<file path="src/rtl/fifo_arb_pkg.sv">
// Shared types and helpers for the FIFO write-port arbiter.
package fifo_arb_pkg;

  // Arbiter FSM: IDLE between bursts, BURST while one requester owns the port.
  typedef enum logic {
    IDLE  = 1'b0,
    BURST = 1'b1
  } state_t;

  // Widest requester vector the arbiter supports.
  localparam int MAX_N_REQ = 8;

  // One-hot of idx within an n-bit field; callers cast down to their width.
  function automatic logic [MAX_N_REQ-1:0] onehot(input int idx, input int n);
    logic [MAX_N_REQ-1:0] v;
    v = '0;
    for (int i = 0; i < MAX_N_REQ; i++) begin
      v[i] = (i == idx) && (i < n);
    end
    return v;
  endfunction

endpackage

</file>
<file path="src/rtl/rr_pick.sv">
// Combinational round-robin pick: first set request at or after rr_ptr, wrapping.
module rr_pick
  import fifo_arb_pkg::*;
#(
  parameter int N_REQ = 4
) (
  input  logic [N_REQ-1:0]         i_req,
  input  logic [$clog2(N_REQ)-1:0] i_rr_ptr,
  output logic                     o_valid,
  output logic [$clog2(N_REQ)-1:0] o_index
);

  localparam int IDX_W = $clog2(N_REQ);

  logic [IDX_W:0]   w_sum;
  logic [IDX_W-1:0] w_idx;

  // Scan offsets from farthest to nearest so the nearest hit to rr_ptr wins.
  always_comb begin
    o_valid = 1'b0;
    o_index = '0;
    w_sum   = '0;
    w_idx   = '0;
    for (int k = N_REQ - 1; k >= 0; k--) begin
      w_sum = {1'b0, i_rr_ptr} + (IDX_W+1)'(k);
      if (w_sum >= (IDX_W+1)'(N_REQ)) begin
        w_sum = w_sum - (IDX_W+1)'(N_REQ);
      end
      w_idx = w_sum[IDX_W-1:0];
      if (i_req[w_idx]) begin
        o_valid = 1'b1;
        o_index = w_idx;
      end
    end
  end

endmodule

</file>
<file path="src/rtl/fifo_wr_arbiter.sv">
// Round-robin scheduler for the async FIFO write port.
// Handshake: requester i presents req[i]/data/last and holds them stable; the
// word transfers in the cycle ack[i] is high (w_en is the same event toward the
// FIFO). A requester may drop req only to abandon its burst.
// FSM state is visible through busy (1 = BURST) together with gnt and owner.
module fifo_wr_arbiter
  import fifo_arb_pkg::*;
#(
  parameter int N_REQ     = 4,
  parameter int DATA_SIZE = 8,
  parameter int MAX_BURST = 4
) (
  input  logic                         clk,
  input  logic                         rst,
  input  logic [N_REQ-1:0]             req,
  input  logic [N_REQ-1:0]             last,
  input  logic [N_REQ*DATA_SIZE-1:0]   data,
  input  logic                         full,
  input  logic                         almost_full,
  output logic [N_REQ-1:0]             gnt,
  output logic [N_REQ-1:0]             ack,
  output logic                         w_en,
  output logic [DATA_SIZE-1:0]         w_data,
  output logic [$clog2(N_REQ)-1:0]     owner,
  output logic                         busy
);

  localparam int OWN_W = $clog2(N_REQ);
  localparam int CNT_W = 4;

  state_t           r_state;
  logic [N_REQ-1:0] r_gnt;
  logic [OWN_W-1:0] r_owner;
  logic [OWN_W-1:0] r_rr_ptr;
  logic [CNT_W-1:0] r_count;

  logic             w_pick_valid;
  logic [OWN_W-1:0] w_pick_idx;
  logic [N_REQ-1:0] w_owner_oh;
  logic [N_REQ-1:0] w_pick_oh;
  logic             w_start;
  logic             w_accept;
  logic             w_abandon;
  logic             w_count_hit;
  logic             w_done;
  logic [OWN_W-1:0] w_next_ptr;

  rr_pick #(
    .N_REQ (N_REQ)
  ) u_rr_pick (
    .i_req    (req),
    .i_rr_ptr (r_rr_ptr),
    .o_valid  (w_pick_valid),
    .o_index  (w_pick_idx)
  );

  assign w_owner_oh = N_REQ'(onehot(int'(r_owner), N_REQ));
  assign w_pick_oh  = N_REQ'(onehot(int'(w_pick_idx), N_REQ));

  // New grants are admitted only with headroom in the FIFO.
  assign w_start     = (r_state == IDLE) && (|req) && w_pick_valid && !almost_full && !full;
  // Within a burst only full stalls; almost_full is ignored here on purpose.
  assign w_accept    = (r_state == BURST) && req[r_owner] && !full;
  assign w_abandon   = (r_state == BURST) && !req[r_owner];
  assign w_count_hit = (r_count + CNT_W'(1)) == CNT_W'(MAX_BURST);
  // last and the burst limit together still give a single exit.
  assign w_done      = w_abandon || (w_accept && (last[r_owner] || w_count_hit));
  assign w_next_ptr  = (r_owner == OWN_W'(N_REQ - 1)) ? '0 : r_owner + OWN_W'(1);

  // Outputs: write strobe and ack are combinational so the FIFO samples them on the next edge.
  assign ack    = w_accept ? w_owner_oh : '0;
  assign w_en   = w_accept;
  assign w_data = data[int'(r_owner)*DATA_SIZE +: DATA_SIZE];
  assign gnt    = r_gnt;
  assign owner  = r_owner;
  assign busy   = (r_state == BURST);

  // Arbiter FSM with registered grant, owner, round-robin pointer and word count.
  always_ff @(posedge clk) begin
    if (rst) begin
      r_state  <= IDLE;
      r_gnt    <= '0;
      r_owner  <= '0;
      r_rr_ptr <= '0;
      r_count  <= '0;
    end else begin
      case (r_state)
        IDLE: begin
          if (w_start) begin
            r_state <= BURST;
            r_owner <= w_pick_idx;
            r_gnt   <= w_pick_oh;
            r_count <= '0;
          end
        end
        BURST: begin
          if (w_accept) begin
            r_count <= r_count + CNT_W'(1);
          end
          if (w_done) begin
            r_state  <= IDLE;
            r_gnt    <= '0;
            r_rr_ptr <= w_next_ptr;
          end
        end
        default: begin
          r_state <= IDLE;
          r_gnt   <= '0;
        end
      endcase
    end
  end

endmodule

</file>
<file path="config.mk">
export PLATFORM = sky130hd
export DESIGN_NAME = fifo_wr_arbiter
export DESIGN_NICKNAME = d
export VERILOG_FILES = /design/src/rtl/fifo_arb_pkg.sv /design/src/rtl/rr_pick.sv /design/src/rtl/fifo_wr_arbiter.sv
export SDC_FILE = /design/constraint.sdc
export NUM_CORES = 1
export LEC_CHECK = 0
export ABC_AREA = 1
export BUFFER_PORTS_ARGS = -buffer_cell sky130_fd_sc_hd__buf_2
export CORE_MARGIN = 2
export CORE_UTILIZATION = 46
export DETAILED_ROUTE_END_ITERATION = 12
export GPL_ROUTABILITY_DRIVEN = 0
export PLACE_DENSITY = 0.8
export SYNTH_ARGS = -nofsm -noshare
export SYNTH_HDL_FRONTEND = slang
export SYNTH_HIERARCHICAL = 1
export SYNTH_SLANG_ARGS = --single-unit
</file>
<file path="constraint.sdc">
create_clock -name clk -period 1.9 [get_ports clk]
set_input_delay 0.095 -clock clk [delete_from_list [all_inputs] [get_ports clk]]
set_output_delay 0.095 -clock clk [all_outputs]
set_load 0.01 [all_outputs]
</file>
* Word-level counts from Yosys, hierarchy flattened
Index checks and enable logic that the tools add are counted.
Word-level totals: input port bits 44, register bits 13
Cells by class: add/subtract/negate cells 9, bitwise logic cells 1, magnitude comparators 9, mux-type cells 35, reduce and logical (&&, ||, !) cells 20, shift operators 1, equal/unequal tests 11
Operator list (number):
- variable part select 32 x 6 -> 8 bit | 1
- 2-to-1 mux 4 bit | 5
- 2-to-1 mux 2 bit | 9
- one-hot mux 4 bit (2 select lines) | 2
- less-than comparator 2 x 3 -> 1 bit (second input constant) | 5
- binary-select mux 1 bit (select 2 bit) | 6
- 2-to-1 mux 1 bit | 12
- >= comparator 3 bit (second input constant) | 3
- equality test 2 bit (first input constant) | 4
- logical AND 1 bit | 8
- AND reduction 2 bit | 4
- subtractor 2 x 1 -> 2 bit (second input constant) | 4
- adder 2 x 2 -> 3 bit (second input constant) | 2
- adder 4 x 1 -> 4 bit (second input constant) | 1
- equality test 1 x 2 -> 1 bit (first input constant) | 2
- equality test 4 x 3 -> 1 bit (second input constant) | 1
- zero test 2 bit | 2
- inequality test 2 x 1 -> 1 bit (second input constant) | 2
- OR reduction 4 bit | 1
- adder 2 x 1 -> 3 bit (second input constant) | 1
- >= comparator 2 x 3 -> 1 bit (second input constant) | 1
- zero test 1 bit | 3
- adder 2 x 1 -> 2 bit (second input constant) | 1
- equality test 2 bit (second input constant) | 1
- 4 further kinds | 5

* Logic depth before layout (Yosys ltp)
Gate-level depths: netlist of run 1.
depth in word-level cells 14, depth in mapped cells 14

* By module
Netlist of run 1, hierarchy kept.
Modules (own cells, without submodules):
- fifo_wr_arbiter | instances 1, cells an instance 179, area each 1104.8 sq um
- rr_pick | instances 1, cells an instance 46, area each 212.7 sq um

* Least setup slack after synthesis of run 1
OpenSTA, ideal clock, no wires.
path kind flip-flop to flip-flop, from reg r_rr_ptr[0], to reg r_gnt[0] (netlist: gnt[0]), setup time 110 ps, clock period less this slack 1530 ps, required time 1790 ps, path slack 370 ps, stages on the path, launching flop included 14, path buffers 2, arrival 1421 ps, cell sequence dfxtp_1 buf_6 nand2_1 o21ai_1 nor2_1 nand2_1 inv_1 nor4_1 nand2_1 buf_2 nand3_2 nand2_1 inv_1 nor2_1
On the way: word-level cells in the longest chain between the ends 14
Ends and longest elaborated chain:
- from (decl) | line fifo_wr_arbiter.sv:34 | logic [OWN_W-1:0] r_rr_ptr;
- from (signal assigned) | line fifo_wr_arbiter.sv:103 | r_rr_ptr <= w_next_ptr;
- adder 2 x 2 -> 3 bit | line rr_pick.sv:25 | w_sum = {1'b0, i_rr_ptr} + (IDX_W+1)'(k);
- >= comparator 3 bit / subtractor 2 x 1 -> 2 bit (equally long branches) | line rr_pick.sv:26, rr_pick.sv:27
- 2-to-1 mux 2 bit | line rr_pick.sv:26 | if (w_sum >= (IDX_W+1)'(N_REQ)) begin
- binary-select mux 1 bit (select 2 bit) | line rr_pick.sv:30 | if (i_req[w_idx]) begin
- 2-to-1 mux 1 bit (implied by the code) | line rr_pick.sv:30
- 2-to-1 mux 1 bit (3 in a row) | line rr_pick.sv:30
- 2-to-1 mux 1 bit (*) | line rr_pick.sv:30
- named net w_pick_valid | line fifo_wr_arbiter.sv:37 | logic w_pick_valid;
- logical AND 1 bit (*) (3 in a row) | line fifo_wr_arbiter.sv:61 | assign w_start = (r_state == IDLE) && (|req) && w_pick_valid && !almost_full && !full;
- inequality test 2 bit (no line) (*)
- AND reduction 2 bit (no line) (*)
- to (signal assigned) | line fifo_wr_arbiter.sv:92 | r_gnt <= w_pick_oh;
- to (decl) | line fifo_wr_arbiter.sv:32 | logic [N_REQ-1:0] r_gnt;
The timed path passes the listed nets; every way through them passes the cells marked *. The select of a mux whose other input is x is not followed. A chain may end at the register's enable or synchronous reset.

* Final worst setup path of run 1
from reg r_rr_ptr[0], to reg r_owner[0] (netlist: owner[0])
On the way: word-level cells in the longest chain between the ends 13
Ends and longest elaborated chain:
- adder 2 x 2 -> 3 bit | line rr_pick.sv:25
- >= comparator 3 bit / subtractor 2 x 1 -> 2 bit (equally long branches) | line rr_pick.sv:26, rr_pick.sv:27
- 2-to-1 mux 2 bit | line rr_pick.sv:26
- binary-select mux 1 bit (select 2 bit) | line rr_pick.sv:30
- 2-to-1 mux 1 bit (implied by the code) | line rr_pick.sv:30
- 2-to-1 mux 1 bit (3 in a row) | line rr_pick.sv:30
- 2-to-1 mux 1 bit (*) | line rr_pick.sv:30
- named net w_pick_valid | line fifo_wr_arbiter.sv:37
- logical AND 1 bit (*) (3 in a row) | line fifo_wr_arbiter.sv:61
- AND reduction 2 bit (no line) (*)
- to (signal assigned) | line fifo_wr_arbiter.sv:91 | r_owner <= w_pick_idx;
- to (decl) | line fifo_wr_arbiter.sv:33 | logic [OWN_W-1:0] r_owner;
Marked as above.

==> run_results.csv, run 1 <==
group,metric,value,unit
detailed_routing,vias_per_cell,4.89,
critical_path,crit_path_start_kind,"flop",
layout,syn2layout_area_growth,28.2,%
timing,fmax,572,MHz
floorplan,io_pins,64,
critical_path,crit_path_max_fanout,8,
critical_path,ff2ff_setup_slack,150,ps
floorplan,die_x,57.5,µm
critical_path,reg2reg_from,"r_rr_ptr[0]$_SDFFE_PP0P_",
power_and_ir_drop,power.switching,345,µW
worst_hold_path,min_to,"r_rr_ptr[1]$_SDFFE_PP0P_",
floorplan,dieArea,3310,µm²
clocking,h-tree-depth,1,
clocking,cts_sinks,13,
logic_synthesis,ys_types,27,
timing,final_hold_viol_count,0,
logic_synthesis,yosysSeqAreaShare,19.8,%
grt,grt_pass1_wl,5.59,mm
critical_path,end_kind,"flop",
layout,drive_gt1_share,31.7,%
critical_path,slowest_stage,"dfxtp_1",
logic_synthesis,syn-mean-instance-area,5.86,µm²
grt,first_global_vias,1361,
detailed_routing,drc,0,
worst_hold_path,hold_path.class,"in2reg",
timing,clock_skew,12.8,ps
floorplan,initial_core_util,48.2,%
grt,overflow,0,
clocking,ctsRootBufferMaster,"clkbuf_4",
logic_synthesis,syn-instance-count,225,
timing,finalSetupViolations,0,
run,drv_cap,0,
layout,regArea,260,µm²
floorplan,die-height,57.5,µm
logic_synthesis,synth-warning-count,6,
detailed_routing,drt-initial-drc-count,67,
clocking,hold_buffers,0,
critical_path,required,2060,ps
detailed_routing,wl_per_cell,10.5,µm
power_and_ir_drop,clkPwrFrac,19.8,%
detailed_routing,wl,3.37,mm
outcome,status,"complete, no violations",
floorplan,rows,19,
critical_path,max_stage_delay,350,ps
grt,grt_use_met3,2.04,%
grt,grtUsageMet2,35.2,%
critical_path,cp.arrival,1910,ps
power_and_ir_drop,p_per_area,526,nW/µm²
clocking,cts_tree,"built",
clocking,path_clk_slew,90,ps
power_and_ir_drop,switching_share,38.9,%
detailed_routing,num_vias,1571,
critical_path,r2r-end,"owner[0]$_SDFFE_PP0P_",
power_and_ir_drop,leakage,0.000952,µW
layout,fin_area,1690,µm²
grt,antenna_found_initial,0,
place,port_buffers,63,
power_and_ir_drop,peakVddDrop,0.402,mV
power_and_ir_drop,p_int,543,µW
grt,grt.total_usage,21.0,%
layout,n_antenna_cell,0,
critical_path,cp_cell_sequence,"buf_4 -> o21ai_2 -> nor2_1 -> nand2_1 -> inv_1 -> nor4_1 -> nand2_1 -> buf_4 -> o21ai_0 -> a21oi_1",
timing,tightest_slew,380,ps
layout,post-route-util,61.8,%
layout,fin_nets,341,
power_and_ir_drop,seq_power_share,34.7,%
grt,grtUsageMet1,27.6,%
place,placed_area,1660,µm²
layout,multiInputGateArea,871,µm²
timing,slew_headroom,74.7,%
logic_synthesis,synth_fp_nets,275,
logic_synthesis,synth_seq_cells,13,
floorplan,core-area,2730,µm²
clocking,cts_resized,0,
power_and_ir_drop,combPwrFrac,45.6,%
timing,fin_crit_sh,92.0,%
clocking,cts_buffers,3,
clocking,clk_path_buf_depth,2,
critical_path,crit_type,"reg2reg",
layout,num-fill-cells,272,
clocking,clk_latency,290,ps
timing,min_period,1750,ps
detailed_routing,detail-route-antenna-nets,0,
detailed_routing,first_pass_iters,4,
logic_synthesis,syn_area,1320,µm²
timing,slew_violations,0,
grt,grt_max_degree,24,
place,hpwl,2.59,mm
worst_hold_path,worstHoldStart,"rst",
critical_path,reg2regPathDepth,10,
worst_hold_path,hold-path-cell-count,2,
grt,grt_busiest_layer,"met2",
## synthesized netlist by cell type (all sizes together)
master	n	area, µm²
a21boi	1	7.51
a21oi	9	48.8
and2	1	8.76
buf	7	53.8
clkbuf	2	7.51
clkinv	1	5.00
dfxtp	13	260
ha	6	75.1
inv	32	120
nand2	63	262
nand3	21	125
nand3b	1	7.51
nand4	6	43.8
nor2	32	128
nor4	1	6.26
o21ai	21	109
o22ai	8	50.1
## power by group through the flow
stage	sequential [µW]	clock (µW)	combinational, µW
after detailed placement	314	0	399
after global routing	311	193	461
after global placement	314	0	396
after CTS	308	182	401
final	308	176	405
after floorplan	321	0	265
## worst max-delay path by stage
stage / start / to / slack [ps]
2_1_floorplan: r_rr_ptr[0]$_SDFFE_PP0P_ / gnt[0]$_SDFFE_PP0P_ / 370
3_3_place_gp: r_rr_ptr[0]$_SDFFE_PP0P_ / r_count[1]$_SDFFE_PP0P_ / 210
6_report: r_rr_ptr[0]$_SDFFE_PP0P_ / owner[0]$_SDFFE_PP0P_ / 150
3_5_place_dp: r_rr_ptr[0]$_SDFFE_PP0P_ / r_count[2]$_SDFFE_PP0P_ / 150
4_1_cts: r_rr_ptr[0]$_SDFFE_PP0P_ / r_count[2]$_SDFFE_PP0P_ / 120
5_1_grt: r_rr_ptr[0]$_SDFFE_PP0P_ / r_count[2]$_SDFFE_PP0P_ / -10
## layer usage
layer  part of all wire, %  up-vias
li1                      -      851
met1                    47      684
met2                    47       31
met3                   4.3        5
met4                   1.3        0
met5                     0        -
## sequential cells by signal, indices dropped and copies added, names as in the netlist
name      flops
busy          1
gnt           4
owner         2
r_count       4
r_rr_ptr      2
## cell type report
class	instances	share of cell area, %
timing repair buffer	70	21.8
multi-input combinational	170	51.6
inverter	33	7.41
clock buffer	4	1.56
tap	31	2.30
sequential	13	15.4
## stage by stage
stage          setup slack, ps  total power (µW)  TNS, ps  hold WS, ps  std cells
3_5_place_dp               153               714        0          349        316
6_report                   152               888        0         49.2        321
3_3_place_gp               212               710        0          355        316
2_1_floorplan              370               586        0          157        225
5_1_grt                  -11.1               965    -11.1         53.1        321
4_1_cts                    124               890        0         43.9        320
## placed cells by master, fill, tap and decap left out, drive strengths merged
| cell | synthesis | routed |
|---|---|---|
| o22ai | 8 | 8 |
| a21boi | 1 | 1 |
| clkbuf | 2 | 4 |
| and2 | 1 | 1 |
| a21oi | 9 | 9 |
| dfxtp | 13 | 13 |
| nand4 | 6 | 6 |
| nand2 | 63 | 63 |
| ha | 6 | 6 |
| o21ai | 21 | 21 |
| nor2 | 32 | 32 |
| clkinv | 1 | 1 |
| nor4 | 1 | 1 |
| nand3 | 21 | 21 |
| buf | 7 | 70 |
| nand3b | 1 | 1 |
| inv | 32 | 32 |
## logic make-up (layout without fill, tap and decap cells)
kind of cell	after synthesis	count (layout)	share of synthesized area, %
simple gates	125	125	44.1
fa+ha+maj	6	6	5.70
flops	13	13	19.8
compound gates	39	39	16.3
buf+inv	42	107	14.1
## worst max-delay path: cells and delay by family (launching register included)
kind                   cells  cell delay [ps]
buffers and inverters      3              380
DFF                        1              350
and+or+nand+nor            4              530
AOI/OAI and AO/OA          3              360
## repair_timing
action / CTS / global route
buffers inserted: 0 / 1
endpoints found under the setup margin: 0 / 7
endpoints found under the hold margin: 0 / 0
Note: power is estimated with default switching activity, not from simulation.
==> run 2, diff against run 1 <==
--- a/config.mk
+++ b/config.mk
@@ -11,7 +11,7 @@
 export CORE_UTILIZATION = 46
 export DETAILED_ROUTE_END_ITERATION = 12
 export GPL_ROUTABILITY_DRIVEN = 0
-export PLACE_DENSITY = 0.8
+export PLACE_DENSITY_LB_ADDON = 0.3
 export SYNTH_ARGS = -nofsm -noshare
 export SYNTH_HDL_FRONTEND = slang
 export SYNTH_HIERARCHICAL = 1
==> run 2 against run 1 <==
Net effect: first-iteration DRC count rose by 9.0%; largest cell class unchanged; power rose by 1.3%; clock skew barely moved; clock-buffer cell count did not move.
==> run_results.csv, run 2 (synthesis results as in run 1) <==
group,metric,value,unit
outcome,status,"complete, no violations",
floorplan,die-height,57.5,µm
power_and_ir_drop,power.switching,351,µW
power_and_ir_drop,leakage,0.000964,µW
clocking,clk_path_buf_depth,2,
floorplan,io_pins,64,
grt,antenna_found_initial,0,
timing,fmax,566,MHz
power_and_ir_drop,clkPwrFrac,20.1,%
layout,syn2layout_area_growth,30.3,%
detailed_routing,vias_per_cell,4.94,
clocking,cts_tree,"built",
timing,fin_crit_sh,93.0,%
grt,grt_pass1_wl,5.91,mm
clocking,ctsRootBufferMaster,"clkbuf_4",
timing,slew_violations,0,
timing,finalSetupViolations,0,
power_and_ir_drop,switching_share,39.0,%
detailed_routing,num_vias,1595,
critical_path,cp.arrival,1670,ps
layout,fin_nets,343,
power_and_ir_drop,seq_power_share,35.0,%
power_and_ir_drop,total_power,899,µW
detailed_routing,wl_per_cell,10.5,µm
critical_path,crit_path_start_kind,"flop",
layout,regArea,264,µm²
run,drv_cap,0,
detailed_routing,first_pass_iters,4,
floorplan,initial_core_util,48.2,%
place,placed_area,1670,µm²
power_and_ir_drop,peakVddDrop,0.532,mV
timing,min_period,1770,ps
timing,tightest_slew,345,ps
floorplan,rows,19,
layout,multiInputGateArea,880,µm²
timing,rsz0062_at_grt,"false",
timing,fin_tns_setup,0,ps
grt,overflow,0,
floorplan,dieArea,3310,µm²
grt,first_global_vias,1469,
detailed_routing,detail-route-antenna-nets,0,
timing,final_hold_viol_count,0,
floorplan,core-area,2730,µm²
place,hpwl,2.69,mm
critical_path,end_kind,"output pin",
detailed_routing,wl,3.38,mm
clocking,h-tree-depth,1,
clocking,path_clk_slew,90,ps
power_and_ir_drop,combPwrFrac,45.0,%
timing,slew_headroom,77.0,%
critical_path,crit_path_max_fanout,12,
layout,final_cell_mix,"buf_2, nand2_1, inv_1, nor2_1, o21ai_0",
layout,layout_commonest_cell,"buf_2",
clocking,cts_buffers,3,
floorplan,die_x,57.5,µm
clocking,cts_sinks,13,
power_and_ir_drop,p_int,548,µW
grt,grt_max_degree,13,
timing,clock_skew,12.9,ps
layout,drive_gt1_share,33.2,%
worst_hold_path,hold_path.class,"in2reg",
layout,num-fill-cells,260,
detailed_routing,drc,0,
layout,n_antenna_cell,0,
place,port_buffers,63,
clocking,clk_latency,290,ps
critical_path,required,1800,ps
grt,grt.total_usage,21.7,%
power_and_ir_drop,p_per_area,524,nW/µm²
critical_path,crit_type,"reg2out",
layout,fin_area,1720,µm²
detailed_routing,drt-initial-drc-count,73,
## run 2: through the flow
stage                     cells  hold WS, ps  worst slack (ps)  utilization (%)
after CTS                   322         54.3              43.6             62.1
final                       323         44.2               134             62.8
after floorplan             225          157               370                -
after global routing        323         41.3              3.69             62.8
after detailed placement    318          351              73.4             61.1
after global placement      318          353               125             61.1
## run 2: cell type report
cell class	instances	share of cell area, %
multi-input cells	170	51.2
clock buffers	4	1.53
well taps	31	2.26
repair buffers	72	22.3
inverters	33	7.29
flip-flops and latches	13	15.4
## run 2: repair_timing
action                     4_1_cts  5_1_grt
hold buffers                     0        0
gates resized for setup          0        4
buffers inserted                 0        1
setup endpoints to repair        0       11
## run 2: worst paths after layout
check	endpoint	cells after the start	slack, ps	from
setup / recovery	ack[0]	6	130	owner[0]$_SDFFE_PP0P_
hold / removal	r_rr_ptr[1]$_SDFFE_PP0P_	2	40	rst
setup reg to reg	owner[0]$_SDFFE_PP0P_	11	190	r_rr_ptr[0]$_SDFFE_PP0P_
hold reg to reg	r_count[3]$_SDFFE_PP0P_	2	490	r_count[3]$_SDFFE_PP0P_
## run 2: power groups by stage
stage	Combinational, µW	Clock, µW	Sequential (µW)
2_1_floorplan	265	0	321
3_3_place_gp	394	0	321
3_5_place_dp	399	0	321
4_1_cts	401	178	315
5_1_grt	462	202	319
6_report	404	181	314
## run 2: layer usage
layer  GRT usage, %  vias up  share of wire [%]
li1               -      861                  -
met5              0        -                  0
met1           27.6      694                 47
met2           37.8       33                 47
met4           7.97        0                1.8
met3           2.27        7                4.2
## run 2: worst max-delay path, cell delays in order (launching register included)
cell     delay (ps)
dfxtp_1         390
inv_1           280
nand2_1         110
nand3_2         110
nand4_2         170
nor2_1          180
buf_2           150
